`config.mk`:
```
export PLATFORM = sky130hd
export DESIGN_NAME = perf_counter_bank
export DESIGN_NICKNAME = d
export VERILOG_FILES = /design/src/rtl/perf_pkg.sv /design/src/rtl/perf_counter.sv /design/src/rtl/perf_counter_bank.sv
export SDC_FILE = /design/constraint.sdc
export NUM_CORES = 1
export LEC_CHECK = 0
export CORE_ASPECT_RATIO = 0.6
export CORE_UTILIZATION = 50
export CTS_BUF_LIST = sky130_fd_sc_hd__clkbuf_8
export DETAILED_ROUTE_END_ITERATION = 10
export PLACE_DENSITY = 0.63
export SLEW_MARGIN = 40
export SYNTH_ARGS = -nofsm -noshare
export SYNTH_HDL_FRONTEND = slang
export SYNTH_SLANG_ARGS = --single-unit
```
`constraint.sdc`:
```
create_clock -name clk -period 2.8 [get_ports clk]
set_clock_uncertainty 0.05 [all_clocks]
set_input_delay 0.42 -clock clk [delete_from_list [all_inputs] [get_ports clk]]
set_output_delay 0.42 -clock clk [all_outputs]
set_load 0.02 [all_outputs]
```
`src/rtl/perf_pkg.sv`:
```
// Shared types and constants for the performance counter bank.
package perf_pkg;

  typedef enum logic {
    ST_COUNT  = 1'b0,
    ST_FROZEN = 1'b1
  } bank_state_e;

  localparam int DEF_NUM_CH   = 5;
  localparam int DEF_CNT_W    = 32;
  localparam int DEF_SATURATE = 1;

  localparam int CH_INST  = 0;
  localparam int CH_ICHIT = 1;
  localparam int CH_ICREQ = 2;
  localparam int CH_DCHIT = 3;
  localparam int CH_DCREQ = 4;

endpackage

```
`src/rtl/perf_counter.sv`:
```
// Single event counter with sticky overflow flag; saturates or wraps at all-ones.
module perf_counter #(
  parameter int CNT_W    = 32,
  parameter int SATURATE = 1
) (
  input  logic             clk,
  input  logic             rst,
  input  logic             clr,
  input  logic             inc,
  output logic [CNT_W-1:0] value,
  output logic             ovf
);

  localparam logic [CNT_W-1:0] MAX_VAL = '1;

  function automatic logic [CNT_W-1:0] next_value(input logic [CNT_W-1:0] cur);
    if (cur == MAX_VAL)
      return (SATURATE != 0) ? MAX_VAL : '0;
    return cur + 1'b1;
  endfunction

  always_ff @(posedge clk) begin
    if (rst || clr) begin
      value <= '0;
      ovf   <= 1'b0;
    end else if (inc) begin
      value <= next_value(value);
      if (value == MAX_VAL)
        ovf <= 1'b1;
    end
  end

endmodule

```
`src/rtl/perf_counter_bank.sv`:
```
// Bank of per-channel event counters plus a cycle counter, with halt-freeze
// control and a two-register read pipeline.
module perf_counter_bank
  import perf_pkg::*;
#(
  parameter  int NUM_CH   = DEF_NUM_CH,
  parameter  int CNT_W    = DEF_CNT_W,
  parameter  int SATURATE = DEF_SATURATE,
  localparam int IDX_W    = $clog2(NUM_CH + 1)
) (
  input  logic              clk,
  input  logic              rst,
  input  logic              count_en,
  input  logic [NUM_CH-1:0] event_i,
  input  logic              halt_i,
  input  logic              clear_i,
  input  logic              rd_req,
  input  logic [IDX_W-1:0]  rd_idx,
  output logic              rd_valid,
  output logic [CNT_W-1:0]  rd_data,
  output logic              rd_ovf,
  output logic              frozen
);

  bank_state_e      state;
  logic             counting;
  logic [NUM_CH:0]  inc;
  logic [CNT_W-1:0] cnt_val [NUM_CH+1];
  logic [NUM_CH:0]  cnt_ovf;
  logic [CNT_W-1:0] sel_data;
  logic             sel_ovf;
  logic             vld_p0;
  logic [CNT_W-1:0] data_p0;
  logic             ovf_p0;

  always_ff @(posedge clk) begin
    if (rst || clear_i)
      state <= ST_COUNT;
    else if (state == ST_COUNT && halt_i)
      state <= ST_FROZEN;
  end

  assign frozen   = (state == ST_FROZEN);
  assign counting = (state == ST_COUNT) && count_en;
  // Top slot is the cycle counter; it ticks on every counting cycle.
  assign inc      = counting ? {1'b1, event_i} : '0;

  for (genvar k = 0; k <= NUM_CH; k++) begin : g_cnt
    perf_counter #(
      .CNT_W    (CNT_W),
      .SATURATE (SATURATE)
    ) u_cnt (
      .clk   (clk),
      .rst   (rst),
      .clr   (clear_i),
      .inc   (inc[k]),
      .value (cnt_val[k]),
      .ovf   (cnt_ovf[k])
    );
  end

  always_comb begin
    sel_data = '0;
    sel_ovf  = 1'b0;
    for (int k = 0; k <= NUM_CH; k++) begin
      if (rd_idx == IDX_W'(k)) begin
        sel_data = cnt_val[k];
        sel_ovf  = cnt_ovf[k];
      end
    end
  end

  // Stage p0: snapshot of the selected counter before this edge's update
  always_ff @(posedge clk) begin
    if (rst)
      vld_p0 <= 1'b0;
    else
      vld_p0 <= rd_req;
  end

  always_ff @(posedge clk) begin
    data_p0 <= sel_data;
    ovf_p0  <= sel_ovf;
  end

  // Stage p1: response register, holds last data between responses
  always_ff @(posedge clk) begin
    if (rst) begin
      rd_valid <= 1'b0;
      rd_data  <= '0;
      rd_ovf   <= 1'b0;
    end else begin
      rd_valid <= vld_p0;
      if (vld_p0) begin
        rd_data <= data_p0;
        rd_ovf  <= ovf_p0;
      end
    end
  end

endmodule

```
# Word level (Yosys, flattened, before mapping)
# Cells that the tools add are included.
dict set report totals {
  ff_bits 267
  latchBits 0
  ram_bits 0
  mem_bits_ro 0
  in_bits 14
  out_inout_bits 35
  wordCells 90
  n_memories 0
}
dict set report op_classes {
  n_addsub 6
  multipliers 0
  div 0
  order_cmp 0
  eq_ne 11
  shift 0
  mux 43
  bitwise 1
  reduce_logical 10
}
# operator n
set ops {}
lappend ops {{two-way mux 32 bit} 18}
lappend ops {{adder 32 x 1 -> 32 bit (second input constant)} 6}
lappend ops {{equality test 32 bit (second input constant)} 6}
lappend ops {{two-way mux 1 bit} 24}
lappend ops {{AND reduction 2 bit} 6}
lappend ops {{equality test 3 x 2 -> 1 bit (second input constant)} 2}
lappend ops {{equality test 3 bit (second input constant)} 2}
lappend ops {{two-way mux 6 bit} 1}
lappend ops {{equality test 3 x 1 -> 1 bit (second input constant)} 1}
lappend ops {{logical NOT 3 bit} 1}
lappend ops {{logical AND 1 bit} 2}
lappend ops {{logical OR 1 bit} 1}
lappend ops {{inverter 1 bit} 1}

# Logic depth before layout (Yosys ltp)
# Gate-level depths: netlist (run 1).
dict set report logic_depth {
  depth_word 7
  depth_mapped 9
  ltp_nobuf 6
}

# Hierarchy
# A second synthesis (run 1) with hierarchy kept.
dict set report unflattened {
  cells_unflattened 1480
  area_unflattened_um2 13738.2
}
# module instances cells_per_inst area_per_inst_um2 seq_area_each_um2
set modules_own_cells {}
lappend modules_own_cells {perf_counter 6 187 1646.6 660.6}
lappend modules_own_cells {perf_counter_bank 1 358 3858.7 1381.3}

# Worst setup path after synthesis (run 1)
# No wires, ideal clock.
dict set report synth_timing {
  path_kind {register -> register}
  from {register g_cnt[5].u_cnt.value[0]}
  to {register g_cnt[5].u_cnt.value[10]}
  setup_time_ps 70
  arrival_ps 2068
  t_required_ps 2680
  slack_ps 612
  path_stages_with_launch 9
  path_buffers 2
  synth_period_minus_slack_ps 2188
  cell_sequence {dfxtp_1 > ha_1 > nand4b_1 > nor4_2 > nand4_1 > or3_1 > buf_2 > buf_1 > a21oi_1}
}
dict set report synth_via {
  elab_chain_cells 5
  word_cells_on_any_way 6
  cone_classes {1 x add/sub; 1 x eq/ne; 4 x mux}
}
# element line_no
set synth_rtl {}
lappend synth_rtl {{start: declaration} perf_counter.sv:10} ;# output logic [CNT_W-1:0] value,
lappend synth_rtl {{start signal: assignment} perf_counter.sv:27} ;# value <= next_value(value);
lappend synth_rtl {{branches (longest 4 deep; another with adder 32 x 1 -> 32 bit)} n/a}
lappend synth_rtl {{two-way mux 32 bit *} perf_counter.sv:19} ;# return cur + 1'b1;
# Mark *: on every way between the ends. The select of a mux whose other input is x is not followed.
# A chain may end at the register's enable or synchronous reset.

# Worst setup path in the final report (run 1)
dict set report layout_timing {
  from {register g_cnt[1].u_cnt.value[3]}
  to {register g_cnt[1].u_cnt.value[7]}
}
dict set report layout_via {
  elab_chain_cells 5
  word_cells_on_any_way 6
  cone_classes {1 x add/sub; 1 x eq/ne; 4 x mux}
}
# element line_no
set layout_rtl {}
lappend layout_rtl {{start: declaration} perf_counter.sv:10}
lappend layout_rtl {{start signal: assignment} perf_counter.sv:27}
lappend layout_rtl {{branches (longest 4 deep; another with adder 32 x 1 -> 32 bit)} n/a}
lappend layout_rtl {{two-way mux 32 bit *} perf_counter.sv:19}
# Marked as above.

==> results of run 1 <==
-- area by class of cell --
class / instances / share of cell area
Clock buffer: 52 / 0.04867
Clock inverter: 16 / 0.004510
Inverter: 37 / 0.009445
Multi-Input combinational cell: 1061 / 0.4772
Sequential cell: 267 / 0.3636
Tap cell: 329 / 0.02800
Timing Repair Buffer: 107 / 0.06858
-- kinds of logic after synthesis --
logic type,Yosys count,share of synthesized area
fa+ha+maj,6,0.005822
simple gates,518,0.2155
xor+xnor,154,0.1046
mux,104,0.08559
compound gates,279,0.1313
flops,267,0.4146
buf+inv,128,0.04260
-- state kept, by name, summed over array words and instances (netlist names) --
signal             count
frozen                 1
g_cnt.u_cnt.value    192
rd_data               32
g_cnt.u_cnt.ovf        6
data_p0               32
rd_valid               1
vld_p0                 1
rd_ovf                 1
ovf_p0                 1
-- routing by layer --
metal / vias up / GRT usage / wire, µm
li1: 5367 / - / -
met1: 5243 / 0.4412 / 19050
met2: 414 / 0.3545 / 13520
met3: 49 / 0.07799 / 3443
met4: 2 / 0.06574 / 604
met5: - / 0 / 8
-- Yosys cell counts (9+ instances only) --
| master | n | area share |
|---|---|---|
| a21oi_1 | 173 | 0.067 |
| a21oi_2 | 30 | 0.020 |
| a31oi_1 | 14 | 0.0068 |
| and2_1 | 12 | 0.0058 |
| and3_1 | 23 | 0.011 |
| and4_1 | 20 | 0.014 |
| buf_2 | 16 | 0.0062 |
| clkbuf_1 | 61 | 0.018 |
| dfxtp_1 | 267 | 0.41 |
| inv_1 | 37 | 0.011 |
| mux2i_1 | 99 | 0.077 |
| nand2_1 | 99 | 0.029 |
| nand3_1 | 62 | 0.024 |
| nand4_1 | 55 | 0.027 |
| nor2_1 | 108 | 0.031 |
| nor3_1 | 46 | 0.018 |
| nor4_1 | 28 | 0.014 |
| o21ai_0 | 11 | 0.0043 |
| o221ai_1 | 28 | 0.019 |
| or2_2 | 9 | 0.0044 |
| or4_1 | 15 | 0.0087 |
| xnor2_1 | 84 | 0.057 |
| xor2_1 | 70 | 0.048 |
-- worst max-delay path by stage --
stage,cells after the start,endpoint,slack [ns],startpoint
4_1_cts,5,g_cnt[1].u_cnt.value[30],0.14,g_cnt[1].u_cnt.value[3]
3_5_place_dp,8,g_cnt[5].u_cnt.value[4],0.02,count_en
2_1_floorplan,8,g_cnt[5].u_cnt.value[10],0.61,g_cnt[5].u_cnt.value[0]
5_1_grt,5,g_cnt[1].u_cnt.value[8],0.11,g_cnt[1].u_cnt.value[3]
6_report,5,g_cnt[1].u_cnt.value[7],0.24,g_cnt[1].u_cnt.value[3]
3_3_place_gp,7,g_cnt[4].u_cnt.value[28],0.12,count_en
-- worst max-delay path, cell delays in order, from the launching register on --
cell	delay (ns)
dfxtp_1	0.43
nand3_1	0.29
or4_4	0.66
nor4_4	0.43
nand2_4	0.35
a21oi_1	0.24
-- repair_timing --
action | CTS | global route
hold endpoints to repair | 0 | 0
setup endpoints to repair | 0 | 7
resized for setup | 0 | 1
-- power breakdown --
group          total (mW)  leakage [nW]  switching (mW)  internal, mW
Clock                3.19         0.452            1.53          1.66
Combinational       0.281          2.21           0.182        0.0989
Sequential           3.82          2.15          0.0151          3.81
==> run metrics, run 1 <==
fin area 0.01470 mm²; Mapped Cells 1456; core area 0.02528 mm²; post-route ant nets 0; CTS Buffer Depth 3; area of the multi-input gates 0.007017 mm²; Final Critical Period 2.555 ns; global-route wire length before repair 57630 µm; worst hold slack 0.3939 ns; vias in the first global route 10050; clock-pin slew on the worst setup and hold paths 0.07 ns; Cell variety after synth 53; drt first pass iters 5; max-slew headroom at the worst pin 0.5359; total of max-cap violations 0; Util after Layout 0.5816; htree depth 2; fmax 391.3 MHz; outcome finished, final reports clean; total grt overflow 0; sequential element share of the synthesized area 0.4146; Pwr Total 7.288 mW; worst r2r dst g_cnt[1].u_cnt.value[7]; final setup margin 0.2447 ns; most common cell after layout, fill and taps aside dfxtp_1; hold worst-path end frozen; Num Clock Sinks 267; Initial Utilization 0.5100; most frequent cells in the layout dfxtp_1, a21oi_1, nor2_1; routed length per instance 19.60 µm; vias 11080; RePlAce Congestion 0.9677; dpl ws 0.02275 ns; Rows 45; Die Footprint 0.02646 mm²; Reg-to-Reg Start g_cnt[1].u_cnt.value[3]; Post-DP Area 0.01392 mm²; Net Count, Synth 1476; syn avg cell area 8.856 µm²; 1st-iter DRT viols 990; number of enable flip-flop cells after synthesis 0; Port Buffer Count 48; Setup TNS 0 ns; Crit Path Class reg2reg; WP data required 3.22 ns; final setup fails 0; Worst Hold Launch halt_i; critical path arrival 2.98 ns; YS warnings 0; worst reg2reg path depth 5; Hold Path Stages 3; pin count of the biggest net entering global routing 55; initial antenna violation count 1; dpl hpwl 26820 µm; LEAKAGE 4.813 nW; RSZ-0062 raised after global routing no; CTS Buf Count 41; slew of the pin with the lowest slew margin 0.6962 ns; final WL 36620 µm; Primary FF master, synth dfxtp_1; hold_buf cts 0; max-slew violations 0; CTS tree done; Ports 49; DRC Markers 0; #FFs+latches synth 267; die width 209.3 µm; Inst Count DP 1801; layout cell share with drive strength beyond 1 0.1143; area grow syn2layout 14.04%; Final Cycle Share 0.9126; Hold Path Class in2reg; Finished Layout Cells 1869; Synth async-reset ratio 0; crit path max fanout 28; setup repair bufs after CTS 0; Final Hold Fails 0; gr usage total 0.2772; Fillers 2273; Post-Syn Area 0.01289 mm²; DR vias/cell 5.926; Die Y 126.4 µm; Critical Path Source Type flop; Peak VDD IR 364.8 µV; Crit. End Element flop; worst skew pair latency 0.55 ns; power per standard cell area 495.7 mW/mm²; ant diodes 0; r2r setup slk 0.24 ns; sequential cell area 0.005346 mm²; final net count 1535; root buf cell clkbuf_8
(Power assumes the default switching activity.)
==> run 2: changes to the inputs <==
==> constraint.sdc (replaced) <==
create_clock -name clk -period 3.11 [get_ports clk]
set_clock_uncertainty 0.05 [all_clocks]
set_input_delay 0.4665 -clock clk [delete_from_list [all_inputs] [get_ports clk]]
set_output_delay 0.4665 -clock clk [all_outputs]
set_load 0.02 [all_outputs]
==> run 2 against run 1 <==
Clock-buffer cell count up 5. Critical path depth unchanged. Total power down 5.0%. Core utilization up 0.14 points. Flip-flop and latch count unchanged. Non-clock buffer count down 10. Critical path type unchanged. Largest cell class unchanged. Highest routed layer is now met4.
==> run metrics, run 2 (synthesized netlist as in run 1, its figures left out) <==
final net count 1526 (-0.59%); max-slew headroom at the worst pin 0.4271 (-0.1087); fmax 374.3 MHz (-4.4%); Int Pwr 5.313 mW (-4.5%); RSZ-0062 raised after global routing no; crit path max fanout 28 (unchanged); most common cell after layout, fill and taps aside dfxtp_1; area grow syn2layout 14.31%; Peak VDD IR 302.6 µV (-17%); gr usage total 0.2749 (-0.002329); sequential power share 0.498 (-0.026); Crit Path Class reg2reg; die width 209.3 µm (unchanged); DR vias/cell 5.898 (-0.46%); final setup fails 0 (unchanged); Initial Utilization 0.5100 (unchanged); critical path arrival 3.11 ns (+0.13 ns); Final Hold Fails 0 (unchanged); Worst Hold Launch g_cnt[5].u_cnt.ovf; Gates resized, CTS repair 0 (unchanged); Setup TNS 0 ns (unchanged); max-slew violations 0 (unchanged); crit path launch g_cnt[1].u_cnt.value[3]; global-route wire length before repair 57010 µm (-1.1%); Largest regs g_cnt.u_cnt.value x192, data_p0 x32, rd_data x32; Biggest register g_cnt.u_cnt.value; pin count of the biggest net entering global routing 48 (-13%); area of the multi-input gates 0.007007 mm² (-0.14%); Die Y 126.4 µm (unchanged); most frequent cells in the layout dfxtp_1, a21oi_1, nor2_1; Critical Path Max Stage Delay 0.76 ns (+0.10 ns); Finished Layout Cells 1869 (unchanged); Critical Path Source Type flop; total grt overflow 0 (unchanged); outcome finished, final reports clean; routed length per instance 19.40 µm (-0.98%); 1st-iter DRT viols 1245 (+26%); sequential cell area 0.005349 mm² (about the same); vias 11020 (-0.46%); initial antenna violation count 0 (-1); RePlAce Congestion 0.9486 (-2.0%); vias in the first global route 9830 (-2.2%); ant diodes 0 (unchanged); Num Clock Sinks 267 (unchanged); final WL 36270 µm (-0.98%); LEAKAGE 4.829 nW (+0.34%); cells along the critical path nand3_1 -> or4_1 -> nor4_4 -> nand2_4 -> a21oi_1; Port Buffer Count 48 (unchanged); core area 0.02528 mm² (unchanged); switching share of total power 0.2327 (-0.004162); Die Footprint 0.02646 mm² (unchanged); power per standard cell area 469.8 mW/mm² (-5.2%); Util after Layout 0.5830 (+0.001386); CTS Buf Count 42 (+2.4%); post-route ant nets 0 (unchanged); Crit. End Element flop; Pwr Total 6.924 mW (-5.0%); worst skew pair latency 0.57 ns (+0.02 ns); clock-pin slew on the worst setup and hold paths 0.06 ns (about the same); WP data required 3.55 ns (+0.33 ns); hold_buf cts 0 (unchanged); DRC Markers 0 (unchanged); Ports 49 (unchanged); CTS tree done; Hold Path Class reg2reg; Switching Power 1.611 mW (-6.7%); setup repair bufs after CTS 0 (unchanged); slew of the pin with the lowest slew margin 0.8562 ns (+0.1600 ns); Inst Count DP 1791 (-0.56%); dpl hpwl 26260 µm (-2.1%); Final Critical Period 2.672 ns (+0.1166 ns); CTS Buffer Depth 3 (unchanged); layout cell share with drive strength beyond 1 0.1130 (-0.001299); CP max stage cell or4_1; htree depth 2 (unchanged); Fillers 2287 (+0.62%); total of max-cap violations 0 (unchanged); Clock Power Share 0.468 (+0.031); drt first pass iters 6 (+1); Reg-to-Reg Start g_cnt[1].u_cnt.value[3]; root buf cell clkbuf_8; Final Cycle Share 0.8591 (-0.05349); number of flip-flops in the largest register 192 (unchanged); Rows 45 (unchanged); part of the power in combinational logic 0.034 (-0.005)
## run 2: changes by cell type in the layout (fill, tap and decap cells not counted), sizes merged
cell and delta:
buf -10, clkbuf +5, bufinv +2, clkinv +2, inv +1
## run 2: layout make-up
cell class                 count  share of cell area
inverter                      37            0.009423
multi-input combinational   1061              0.4754
sequential                   267              0.3629
tap                          329             0.02793
clock buffer                  57             0.05323
timing repair buffer          97             0.06163
clock inverter                21            0.009508
## run 2: metal layers
metal | GRT usage | share of wire
met5 | 0 | 0
met4 | 0.07785 | 0.021
met3 | 0.05496 | 0.079
met2 | 0.3431 | 0.36
met1 | 0.4538 | 0.54
## run 2: path summary, 6_finish.rpt
| path | to | slack, ns | depth (start not counted) |
|---|---|---|---|
| worst max-delay path | g_cnt[1].u_cnt.value[7] | 0.44 | 5 |
| worst min-delay path | g_cnt[5].u_cnt.ovf | 0.40 | 2 |
| worst max register to register | g_cnt[1].u_cnt.value[7] | 0.44 | 5 |
| worst min register to register | g_cnt[5].u_cnt.ovf | 0.40 | 2 |
## run 2: worst max-delay path, delay by kind of cell (launching register included)
family,cells,cell delay (ns)
simple gates,4,1.88
flops,1,0.42
compound gates,1,0.23
## run 2: through the flow
stage	worst slack (ns)	hold WS, ns	area [µm²]
after floorplan	0.9216	0.3749	12890
after global placement	0.1557	0.3861	13810
after detailed placement	0.1050	0.3900	13810
after CTS	0.5055	0.3858	14740
after global routing	0.2488	0.3920	14740
final	0.4381	0.3963	14740
## run 2: power by group through the flow
stage,registers [mW],clock network (mW),logic (mW)
CTS,3.45,3.31,0.234
floorplan,3.51,0,0.156
detailed placement,3.52,0,0.233
finish,3.45,3.24,0.237
global placement,3.52,0,0.233
global route,3.45,3.48,0.251
